--- config.mk ---
export PLATFORM = sky130hd
export DESIGN_NAME = bcd_display_scanner
export DESIGN_NICKNAME = d
export VERILOG_FILES = /design/src/rtl/bcd_display_scanner.sv
export SDC_FILE = /design/constraint.sdc
export NUM_CORES = 1
export LEC_CHECK = 0
export BUFFER_PORTS_ARGS = -buffer_cell sky130_fd_sc_hd__buf_2
export CAP_MARGIN = 20
export CORE_ASPECT_RATIO = 0.6
export CORE_MARGIN = 5
export CORE_UTILIZATION = 32
export CTS_CLUSTER_SIZE = 16
export DETAILED_ROUTE_END_ITERATION = 10
export PLACE_DENSITY_LB_ADDON = 0.05
export SLEW_MARGIN = 30
export SYNTH_ARGS = -nofsm -noshare
export SYNTH_HDL_FRONTEND = slang
export SYNTH_SLANG_ARGS = --single-unit
export TNS_END_PERCENT = 50
--- constraint.sdc ---
create_clock -name clk -period 2.6 [get_ports clk]
set_input_delay 0.26 -clock clk [delete_from_list [all_inputs] [get_ports clk]]
set_output_delay 0.26 -clock clk [all_outputs]
set_load 0.02 [all_outputs]
--- src/rtl/bcd_display_scanner.sv ---
// rtl/bcd_display_scanner.sv - multiplexed 7-segment scanner for a packed BCD digit bus
//
// Takes a packed BCD word over a valid/ready handshake into a 1-deep
// staging buffer. The staged word moves into the display register only at a
// frame boundary, so one scan frame never mixes digits from two words.
// Digits are scanned one slot per PRESCALE enabled cycles. Leading zeros can
// be blanked, and invalid codes are shown as a dash.
//
// Ports:
//   clk        system clock
//   rst_n      asynchronous active-low reset
//   ena        scan enable; when low, the scan state and outputs hold
//   bcd_in     packed BCD, nibble 0 = least significant digit
//   bcd_valid  bcd_in is valid
//   bcd_ready  staging buffer empty; a word transfers when valid && ready
//   seg        active-high segments, bit0 = a ... bit6 = g (registered)
//   dig_sel    one-hot active-high digit enable (registered)
//   err        sticky: an invalid nibble (>9) was accepted

module bcd_display_scanner #(
   parameter int DIGITS        = 4,
   parameter int PRESCALE      = 1000,
   parameter int BLANK_LEADING = 1
) (
   input  logic                  clk,
   input  logic                  rst_n,
   input  logic                  ena,
   input  logic [4*DIGITS-1:0]   bcd_in,
   input  logic                  bcd_valid,
   output logic                  bcd_ready,
   output logic [6:0]            seg,
   output logic [DIGITS-1:0]     dig_sel,
   output logic                  err
);

   localparam int PW = (PRESCALE > 1) ? $clog2(PRESCALE) : 1;
   localparam int IW = (DIGITS > 1) ? $clog2(DIGITS) : 1;
   localparam logic [PW-1:0] PRESC_LAST = PW'(PRESCALE - 1);
   localparam logic [IW-1:0] IDX_LAST   = IW'(DIGITS - 1);

   logic [PW-1:0]          presc_q, presc_d;
   logic [IW-1:0]          idx_q, idx_d;
   logic [4*DIGITS-1:0]    disp_q, disp_d;
   logic [4*DIGITS-1:0]    stage_q, stage_d;
   logic                   stage_full_q, stage_full_d;
   logic                   err_q, err_d;
   logic [6:0]             seg_q, seg_d;
   logic [DIGITS-1:0]      dig_sel_q, dig_sel_d;

   logic [3:0]             disp_nib [DIGITS];
   logic [DIGITS-1:0]      blank;
   logic                   lead;
   logic                   in_bad;
   logic [6:0]             seg_cur;
   logic                   accept;
   logic                   presc_wrap;
   logic                   frame_end;

   function automatic logic [6:0] seg_decode(input logic [3:0] n);
      case (n)
         4'd0:    seg_decode = 7'h3F;
         4'd1:    seg_decode = 7'h06;
         4'd2:    seg_decode = 7'h5B;
         4'd3:    seg_decode = 7'h4F;
         4'd4:    seg_decode = 7'h66;
         4'd5:    seg_decode = 7'h6D;
         4'd6:    seg_decode = 7'h7D;
         4'd7:    seg_decode = 7'h07;
         4'd8:    seg_decode = 7'h7F;
         4'd9:    seg_decode = 7'h6F;
         default: seg_decode = 7'h40;
      endcase
   endfunction

   always_comb begin
      for (int i = 0; i < DIGITS; i++) begin
         disp_nib[i] = disp_q[4*i +: 4];
      end
   end

   // Walk down from the most significant digit; the first nonzero nibble
   // (invalid codes included) ends the leading-zero run. Digit 0 is never
   // blanked so a zero value still shows "0".
   always_comb begin
      lead  = (BLANK_LEADING != 0);
      blank = '0;
      for (int i = DIGITS - 1; i >= 1; i--) begin
         if (lead && (disp_nib[i] == 4'd0)) begin
            blank[i] = 1'b1;
         end else begin
            lead = 1'b0;
         end
      end
   end

   always_comb begin
      in_bad = 1'b0;
      for (int i = 0; i < DIGITS; i++) begin
         if (bcd_in[4*i +: 4] > 4'd9) begin
            in_bad = 1'b1;
         end
      end
   end

   assign seg_cur    = blank[idx_q] ? 7'h00 : seg_decode(disp_nib[idx_q]);
   assign accept     = bcd_valid && !stage_full_q;
   assign presc_wrap = (presc_q == PRESC_LAST);
   assign frame_end  = ena && presc_wrap && (idx_q == IDX_LAST);

   always_comb begin
      presc_d      = presc_q;
      idx_d        = idx_q;
      disp_d       = disp_q;
      stage_d      = stage_q;
      stage_full_d = stage_full_q;
      err_d        = err_q;
      seg_d        = seg_q;
      dig_sel_d    = dig_sel_q;

      // Accept needs an empty buffer and a swap needs a full one, so the
      // two never collide on the same edge.
      if (accept) begin
         stage_d      = bcd_in;
         stage_full_d = 1'b1;
         if (in_bad) begin
            err_d = 1'b1;
         end
      end

      if (ena) begin
         if (presc_wrap) begin
            presc_d = '0;
            idx_d   = (idx_q == IDX_LAST) ? '0 : idx_q + 1'b1;
         end else begin
            presc_d = presc_q + 1'b1;
         end
         // Outputs follow the current index, so they lag it by one cycle.
         dig_sel_d        = '0;
         dig_sel_d[idx_q] = 1'b1;
         seg_d            = seg_cur;
      end

      if (frame_end && stage_full_q) begin
         disp_d       = stage_q;
         stage_full_d = 1'b0;
      end
   end

   always_ff @(posedge clk or negedge rst_n) begin
      if (!rst_n) begin
         presc_q      <= '0;
         idx_q        <= '0;
         disp_q       <= '0;
         stage_q      <= '0;
         stage_full_q <= 1'b0;
         err_q        <= 1'b0;
         seg_q        <= 7'h00;
         dig_sel_q    <= '0;
      end else begin
         presc_q      <= presc_d;
         idx_q        <= idx_d;
         disp_q       <= disp_d;
         stage_q      <= stage_d;
         stage_full_q <= stage_full_d;
         err_q        <= err_d;
         seg_q        <= seg_d;
         dig_sel_q    <= dig_sel_d;
      end
   end

   assign bcd_ready = !stage_full_q;
   assign seg       = seg_q;
   assign dig_sel   = dig_sel_q;
   assign err       = err_q;

endmodule

==> metrics.csv, run 1 <==
metric,value,unit
DIE AREA,10300,sq um
peak supply drop,0.000292,V
number of max-cap violations,0,
Initial Utilization,33.4,%
Root Buffer,clkbuf_16,
"Net Count, Synth",235,
Area Growth Syn to Fin,22.7,%
hold path endpoint,stage_q[0],
Worst Slack Setup Final,0.454,ns
met3 routed WL,307,um
synth warn,0,
GPL Wtd Cong,0.706,
Worst-Skew Late Latency,0.33,ns
Port Buffers,32,
CP max FO,17,
FF-to-FF Start,presc_q[0],
Critical Path RT,2.81,ns
sequential share of the synthesized area,53.4,%
number of gates resized after cts,0,
Final #Nets,276,
Slew @ Worst Pin,0.722,ns
hold buffer count at CTS,1,
capturing point of the worst reg2reg path,disp_q[10],
Final Skew,0.00359,ns
status,finished clean,
Die X,128,um
Hold Path Class,input port to flop,
final setup TNS,0,ns
Hold Fails Final Rpt,0,
Async SR Flop Fraction,100,%
vias post-DR,1669,
cell taking the most area after synthesis,dfrtp_1,
number of CTS-inserted buffers,9,
first-pass GRT wire length,9560,um
final max-slew violation count,0,
Post-CTS Repair Setup Buffers,0,
layout cells sized above 1,37.1,%
H-tree levels,3,
Avg Inst Size Synth,13.0,sq um
wire per inst,15.6,um
Post-Syn Instances,205,
crit share post-route,82.6,%
Post-synth top cells,"57 x dfrtp_1, 26 x mux2_2, 12 x inv_1",
largest net degree at the start of global routing,27,
Unique masters post-synth,37,
drt pass-1 iters,4,
Max transition margin,51.7,%
worst reg2reg path depth,6,
"EDFF count, synth",0,
met2 WL,2070,um
drt drc,0,
vias in the first global route,1778,
min-delay src,bcd_in[0],
Routed Antenna Nets,0,
"Primary FF master, synth",dfrtp_1,
gr ovfl total,0,
ranking of synthesized cells by area,"dfrtp_1 53%, mux2_2 11%, mux2_4 5.1%, ha_1 4.7%, mux4_2 3.4%",
Final min period,2.15,ns
Yosys reg bits,57,
routed wire length,5590,um
M1 WL,3110,um
pre-CTS setup slack,0.465,ns
RSZ-0062 raised after global routing,false,
clock sinks,57,
# IOs,33,
hpwl dp,4170,um
Worst Path Arrival,2.36,ns
Overall Power,2.45,mW
Pwr Density,746,nW/um^2
internal reg-to-reg setup slack,0.45,ns
Final setup viols,0,
fmax,466,MHz
Leakage,1.61,nW
startpoint types,flop,
CORE AREA,8010,sq um
critical path class,flop to flop,
top-count cell post-synth,dfrtp_1,
Synth Cell Area,2670,sq um
CTS tree,done,
CTS Buffer Depth,2,
n_diodes,0,
share of Yosys cell area claimed by the top area cell type,53.4,%
Vias/cell,4.65,
Total GRT Usage,12.6,%
hold path cells,2,
crit end category,flop,
Die Height,80.8,um
top sig layer,met4,
Initial DRC Count,140,
row count,25,
initial antenna violation count,0,
"Reg clk slew, reported paths",0.05,ns
[where the power goes]
part           leakage (nW)  total (mW)  internal, mW  switching, mW
Clock                 0.155        1.28         0.889          0.391
Combinational         0.702       0.149        0.0756         0.0737
Sequential            0.752        1.02         0.949         0.0666
[critical path, cell delays in order (launching register included)]
cell and delay [ns]:
dfrtp_1 0.40, ha_1 0.28, nand4bb_1 0.12, or3_4 0.34, or3_1 0.34, buf_4 0.23, mux2_4 0.32
[cell type report]
cell class	instances	area (sq um)
Clock inverter	4	75.1
Tap cell	108	135
Clock buffer	12	256
Fill cell	797	4730
Multi-Input combinational cell	129	1140
Inverter	12	45.0
Sequential cell	57	1430
Timing Repair Buffer	37	200
[cell usage in the layout (no fill, tap or decap), drive strengths merged]
cell | synthesis | routed
a21o | 1 | 1
a21oi | 4 | 4
a31o | 1 | 1
and2 | 2 | 2
and3 | 1 | 1
buf | 2 | 36
bufinv | 0 | 2
clkbuf | 5 | 12
clkinvlp | 0 | 2
dfrtp | 57 | 57
dlygate4sd3 | 0 | 1
ha | 10 | 10
inv | 12 | 12
mux2 | 35 | 35
mux2i | 1 | 1
mux4 | 4 | 4
nand2 | 7 | 7
nand2b | 2 | 2
nand3 | 8 | 8
nand3b | 1 | 1
nand4 | 4 | 4
nand4b | 1 | 1
nand4bb | 1 | 1
nor2 | 9 | 9
nor2b | 1 | 1
nor3 | 3 | 3
nor4 | 3 | 3
nor4b | 1 | 1
o211ai | 1 | 1
o21a | 1 | 1
o21ai | 10 | 10
o2bb2ai | 7 | 7
o31ai | 1 | 1
or3 | 2 | 2
xnor2 | 7 | 7
[flip-flops by register name (all words and copies together), names as in the netlist]
signal,cells
dig_sel,4
disp_q,16
err,1
idx_q,2
presc_q,10
seg,7
stage_full_q,1
stage_q,16
[how the worst max path moves through the flow]
stage / cells past startpoint / start / slack, ns / to
global placement: 6 / presc_q[0] / 0.50 / disp_q[11]
CTS: 6 / presc_q[0] / 0.45 / disp_q[10]
global route: 6 / idx_q[0] / 0.36 / seg[3]
floorplan: 7 / presc_q[0] / 0.52 / disp_q[10]
finish: 6 / presc_q[0] / 0.45 / disp_q[10]
detailed placement: 6 / presc_q[0] / 0.47 / disp_q[9]
[routing by layer]
metal  global-route usage (%)  vias to the layer above
met4                     5.40                        0
met2                     15.3                       34
met5                        0                        -
met3                     5.72                       10
met1                     18.6                      813
li1                         -                      812
[cells by family after synthesis]
group,after synthesis,share of synthesized area (%)
xor gates and xnor gates,7,2.29
DFF,57,53.4
AOI/OAI and AO/OA,26,6.37
muxes,40,19.8
adders and majority gates,10,4.68
and+or+nand+nor,46,9.60
buffers and inverters,19,3.93
[metrics by stage]
stage	area (sq um)	std cells	util, %	hold slack [ns]
3_5_place_dp	2940	342	36.7	0.172
2_1_floorplan	2670	205	-	-0.0356
3_3_place_gp	2940	342	36.7	0.171
4_1_cts	3280	359	41.0	0.149
5_1_grt	3280	359	41.0	0.148
6_report	3280	359	41.0	0.164
No activity file was read; power rests on OpenSTA's default activity.
==> inputs of run 2 (changes only) <==
==> constraint.sdc (replaced) <==
create_clock -name clk -period 2.1 [get_ports clk]
set_input_delay 0.21 -clock clk [delete_from_list [all_inputs] [get_ports clk]]
set_output_delay 0.21 -clock clk [all_outputs]
set_load 0.02 [all_outputs]
==> metrics.csv, run 2 (synthesis results as in run 1) <==
metric,value,unit
Hold Fails Final Rpt,0,
first-pass GRT wire length,9560,um
CTS tree,done,
"commonest non-fill, non-tap cell in the layout",dfrtp_1,
Final #Nets,284,
Die X,128,um
peak supply drop,0.000428,V
final setup TNS,0,ns
clock sinks,57,
hpwl dp,4150,um
crit share post-route,94.4,%
Die Height,80.8,um
Max transition margin,52.3,%
DIE AREA,10300,sq um
gr ovfl total,0,
post-route cell area,3340,sq um
RSZ-0062 raised after global routing,false,
Critical Path RT,2.30,ns
Hold WS,0.120,ns
vias in the first global route,1796,
Hold Path Class,input port to flop,
critical path class,flop to flop,
final design utilization,41.8,%
largest registers,"disp_q: 16 flops, stage_q: 16 flops, presc_q: 10 flops",
most frequent cells in the layout,"56 x dfrtp_1, 32 x buf_2, 26 x mux2_2",
Final setup viols,0,
Final Skew,0.00642,ns
Area Growth Syn to Fin,25.1,%
wire per inst,15.0,um
Pwr Density,911,nW/um^2
final max-slew violation count,0,
Routed Antenna Nets,0,
row count,25,
startpoint types,flop,
CORE AREA,8010,sq um
Overall Power,3.04,mW
FILL cells,787,
Slew @ Worst Pin,0.713,ns
n_diodes,0,
Total GRT Usage,12.3,%
CP max FO,17,
Worst Path Arrival,2.18,ns
"Reg clk slew, reported paths",0.05,ns
Root Buffer,clkbuf_16,
Vias/cell,4.67,
crit end category,flop,
initial antenna violation count,0,
number of max-cap violations,0,
Worst-Skew Late Latency,0.32,ns
layout cells sized above 1,39.4,%
largest net degree at the start of global routing,21,
Final min period,1.98,ns
CTS Buffer Depth,2,
# IOs,33,
Leakage,1.66,nW
Post-CTS Repair Setup Buffers,0,
Initial Utilization,33.4,%
number of CTS-inserted buffers,9,
Initial DRC Count,110,
Post-DP Area,3010,sq um
H-tree levels,3,
drt drc,0,
Port Buffers,32,
drt pass-1 iters,4,
fmax,504,MHz
GPL Wtd Cong,0.732,
routed wire length,5510,um
status,finished clean,
vias post-DR,1713,
[run 2: cell count changes in the layout (fill, tap and decap cells not counted), sizes merged]
cell      change
clkinv        +3
clkinvlp      -2
buf           +8
clkbuf        -1
[run 2: routing by layer]
layer | vias up | part of all wire [%] | GRT usage (%)
li1 | 834 | - | -
met1 | 831 | 56 | 18.7
met2 | 39 | 36 | 14.2
met3 | 9 | 6.1 | 5.52
met4 | 0 | 2.0 | 5.72
met5 | - | 0 | 0
[run 2: cell type report]
class / instances / area (sq um) / share of cell area, %
clock buffer: 11 / 243 / 7.26
tap: 108 / 135 / 4.04
multi-input combinational: 129 / 1140 / 34.1
clock inverter: 5 / 78.8 / 2.36
timing repair buffer: 45 / 273 / 8.16
inverter: 12 / 45.0 / 1.35
sequential: 57 / 1430 / 42.7
[run 2: critical path, stage by stage (launching register included)]
cell and delay (ns):
dfrtp_1 0.42, nand4_2 0.15, or3_4 0.40, or3_1 0.40, buf_12 0.19, mux2_4 0.29
[run 2: what timing repair did]
| item | CTS | global route |
|---|---|---|
| endpoints found under the setup margin | 0 | 4 |
| gates resized for setup | 0 | 1 |
| hold buffers | 1 | 0 |
| hold endpoints to repair | 18 | 0 |
[run 2: worst paths after layout]
check | end | depth (start not counted) | slack, ns | startpoint
worst max-delay path | disp_q[12] | 5 | 0.12 | presc_q[6]
worst min-delay path | stage_q[4] | 2 | 0.12 | bcd_in[4]
worst max register to register | disp_q[12] | 5 | 0.12 | presc_q[6]
worst min register to register | err | 1 | 0.47 | err
max in group asynchronous | idx_q[0] | 3 | 1.08 | rst_n
min in group asynchronous | stage_q[14] | 2 | 0.37 | rst_n
[run 2: stage by stage]
step                setup WS [ns]  cells
finish                      0.117    367
global route               0.0293    367
CTS                        0.0415    367
detailed placement         0.0577    350
global placement           0.0408    350
floorplan                  0.0223    205
[run 2: where the power goes]
part	switching, mW	total, mW	internal (mW)
clock	0.478	1.54	1.07
sequential	0.0488	1.22	1.17
combinational	0.136	0.277	0.142
total	0.662	3.04	2.38
==> inputs of run 3 (changes only) <==
==> constraint.sdc (replaced) <==
create_clock -name clk -period 2.15 [get_ports clk]
set_input_delay 0.215 -clock clk [delete_from_list [all_inputs] [get_ports clk]]
set_output_delay 0.215 -clock clk [all_outputs]
set_load 0.02 [all_outputs]
==> metrics.csv, run 3 (synthesis results as in run 1) <==
metric,value,unit
final max-slew violation count,0,
Routed Antenna Nets,0,
critical path class,flop to flop,
number of max-cap violations,0,
"commonest non-fill, non-tap cell in the layout",dfrtp_1,
Final setup viols,0,
largest net degree at the start of global routing,58,
largest registers,"disp_q: 16 flops, stage_q: 16 flops, presc_q: 10 flops",
vias post-DR,1679,
Final #Nets,281,
placed cells,347,
Critical Path RT,2.36,ns
Worst Path Arrival,2.23,ns
Max transition margin,54.5,%
initial antenna violation count,0,
Root Buffer,clkbuf_16,
Die Height,80.8,um
# IOs,33,
hpwl dp,4010,um
RSZ-0062 raised after global routing,false,
Port Buffers,32,
CORE AREA,8010,sq um
Final Skew,0.00388,ns
"Reg clk slew, reported paths",0.05,ns
layout cells sized above 1,38.3,%
Die X,128,um
routed wire length,5520,um
gr ovfl total,0,
Hold Fails Final Rpt,0,
Pwr Density,872,nW/um^2
clock sinks,57,
most frequent cells in the layout,"56 x dfrtp_1, 32 x buf_2, 26 x mux2_2",
drt drc,0,
CTS Buffer Depth,2,
H-tree levels,3,
Vias/cell,4.61,
Post-DP Area,3000,sq um
number of CTS-inserted buffers,9,
fmax,494,MHz
non-filler instance count after layout,364,
first-pass GRT wire length,9430,um
CTS tree,done,
Initial DRC Count,73,
Slew @ Worst Pin,0.680,ns
final setup TNS,0,ns
row count,25,
CP max FO,17,
status,finished clean,
Hold WS,0.121,ns
startpoint types,flop,
Area Growth Syn to Fin,24.3,%
vias in the first global route,1748,
peak supply drop,0.000294,V
wire per inst,15.2,um
Overall Power,2.90,mW
crit share post-route,94.1,%
post-route cell area,3320,sq um
crit end category,flop,
Worst-Skew Late Latency,0.32,ns
Final min period,2.02,ns
Total GRT Usage,12.2,%
Hold Path Class,input port to flop,
n_diodes,0,
DIE AREA,10300,sq um
GPL Wtd Cong,0.741,
Leakage,1.64,nW
Post-CTS Repair Setup Buffers,0,
drt pass-1 iters,4,
Initial Utilization,33.4,%
## run 3: repair_timing
action | 4_1_cts | 5_1_grt
hold endpoints to repair | 57 | 0
resized for setup | 0 | 1
endpoints found under the setup margin | 0 | 3
hold buffers | 1 | 0
## run 3: metrics by stage
| step | utilization (%) | worst slack (ns) |
|---|---|---|
| after floorplan | - | 0.0723 |
| after global placement | 37.5 | 0.0738 |
| after detailed placement | 37.5 | 0.0620 |
| after CTS | 41.5 | 0.0537 |
| after global routing | 41.5 | 0.0205 |
| final | 41.5 | 0.127 |
## run 3: path summary, 6_finish.rpt
path / from / end / slack (ns) / cells past startpoint
worst max-delay path: presc_q[1] / disp_q[10] / 0.13 / 6
worst min-delay path: bcd_in[12] / stage_q[12] / 0.12 / 2
worst max register to register: presc_q[1] / disp_q[10] / 0.13 / 6
worst min register to register: seg[0] / seg[0] / 0.48 / 1
max in group asynchronous: rst_n / idx_q[0] / 1.47 / 3
min in group asynchronous: rst_n / stage_q[15] / 0.41 / 3
## run 3: per-layer routing
metal / global-route usage [%] / part of all wire [%]
met1: 18.4 / 57
met2: 15.0 / 37
met3: 4.86 / 4.3
met4: 5.40 / 1.7
met5: 0 / 0
## run 3: area by class of cell
class / instances / area, sq um
Clock buffer: 14 / 274
Clock inverter: 2 / 35.0
Fill cell: 793 / 4690
Inverter: 12 / 45.0
Multi-Input combinational cell: 129 / 1140
Sequential cell: 57 / 1430
Tap cell: 108 / 135
Timing Repair Buffer: 42 / 263
## run 3: power breakdown
group          switching (mW)  internal [mW]  leakage, nW
registers              0.0653           1.15        0.751
clock network           0.456          0.988        0.153
logic                   0.117          0.121        0.739
total                   0.638           2.26         1.64
## run 3: worst max-delay path, stage by stage (launching register included)
cell,delay [ns]
dfrtp_1,0.38
ha_1,0.19
nand4bb_1,0.11
or3_4,0.35
or3_1,0.40
buf_12,0.18
mux2_4,0.30
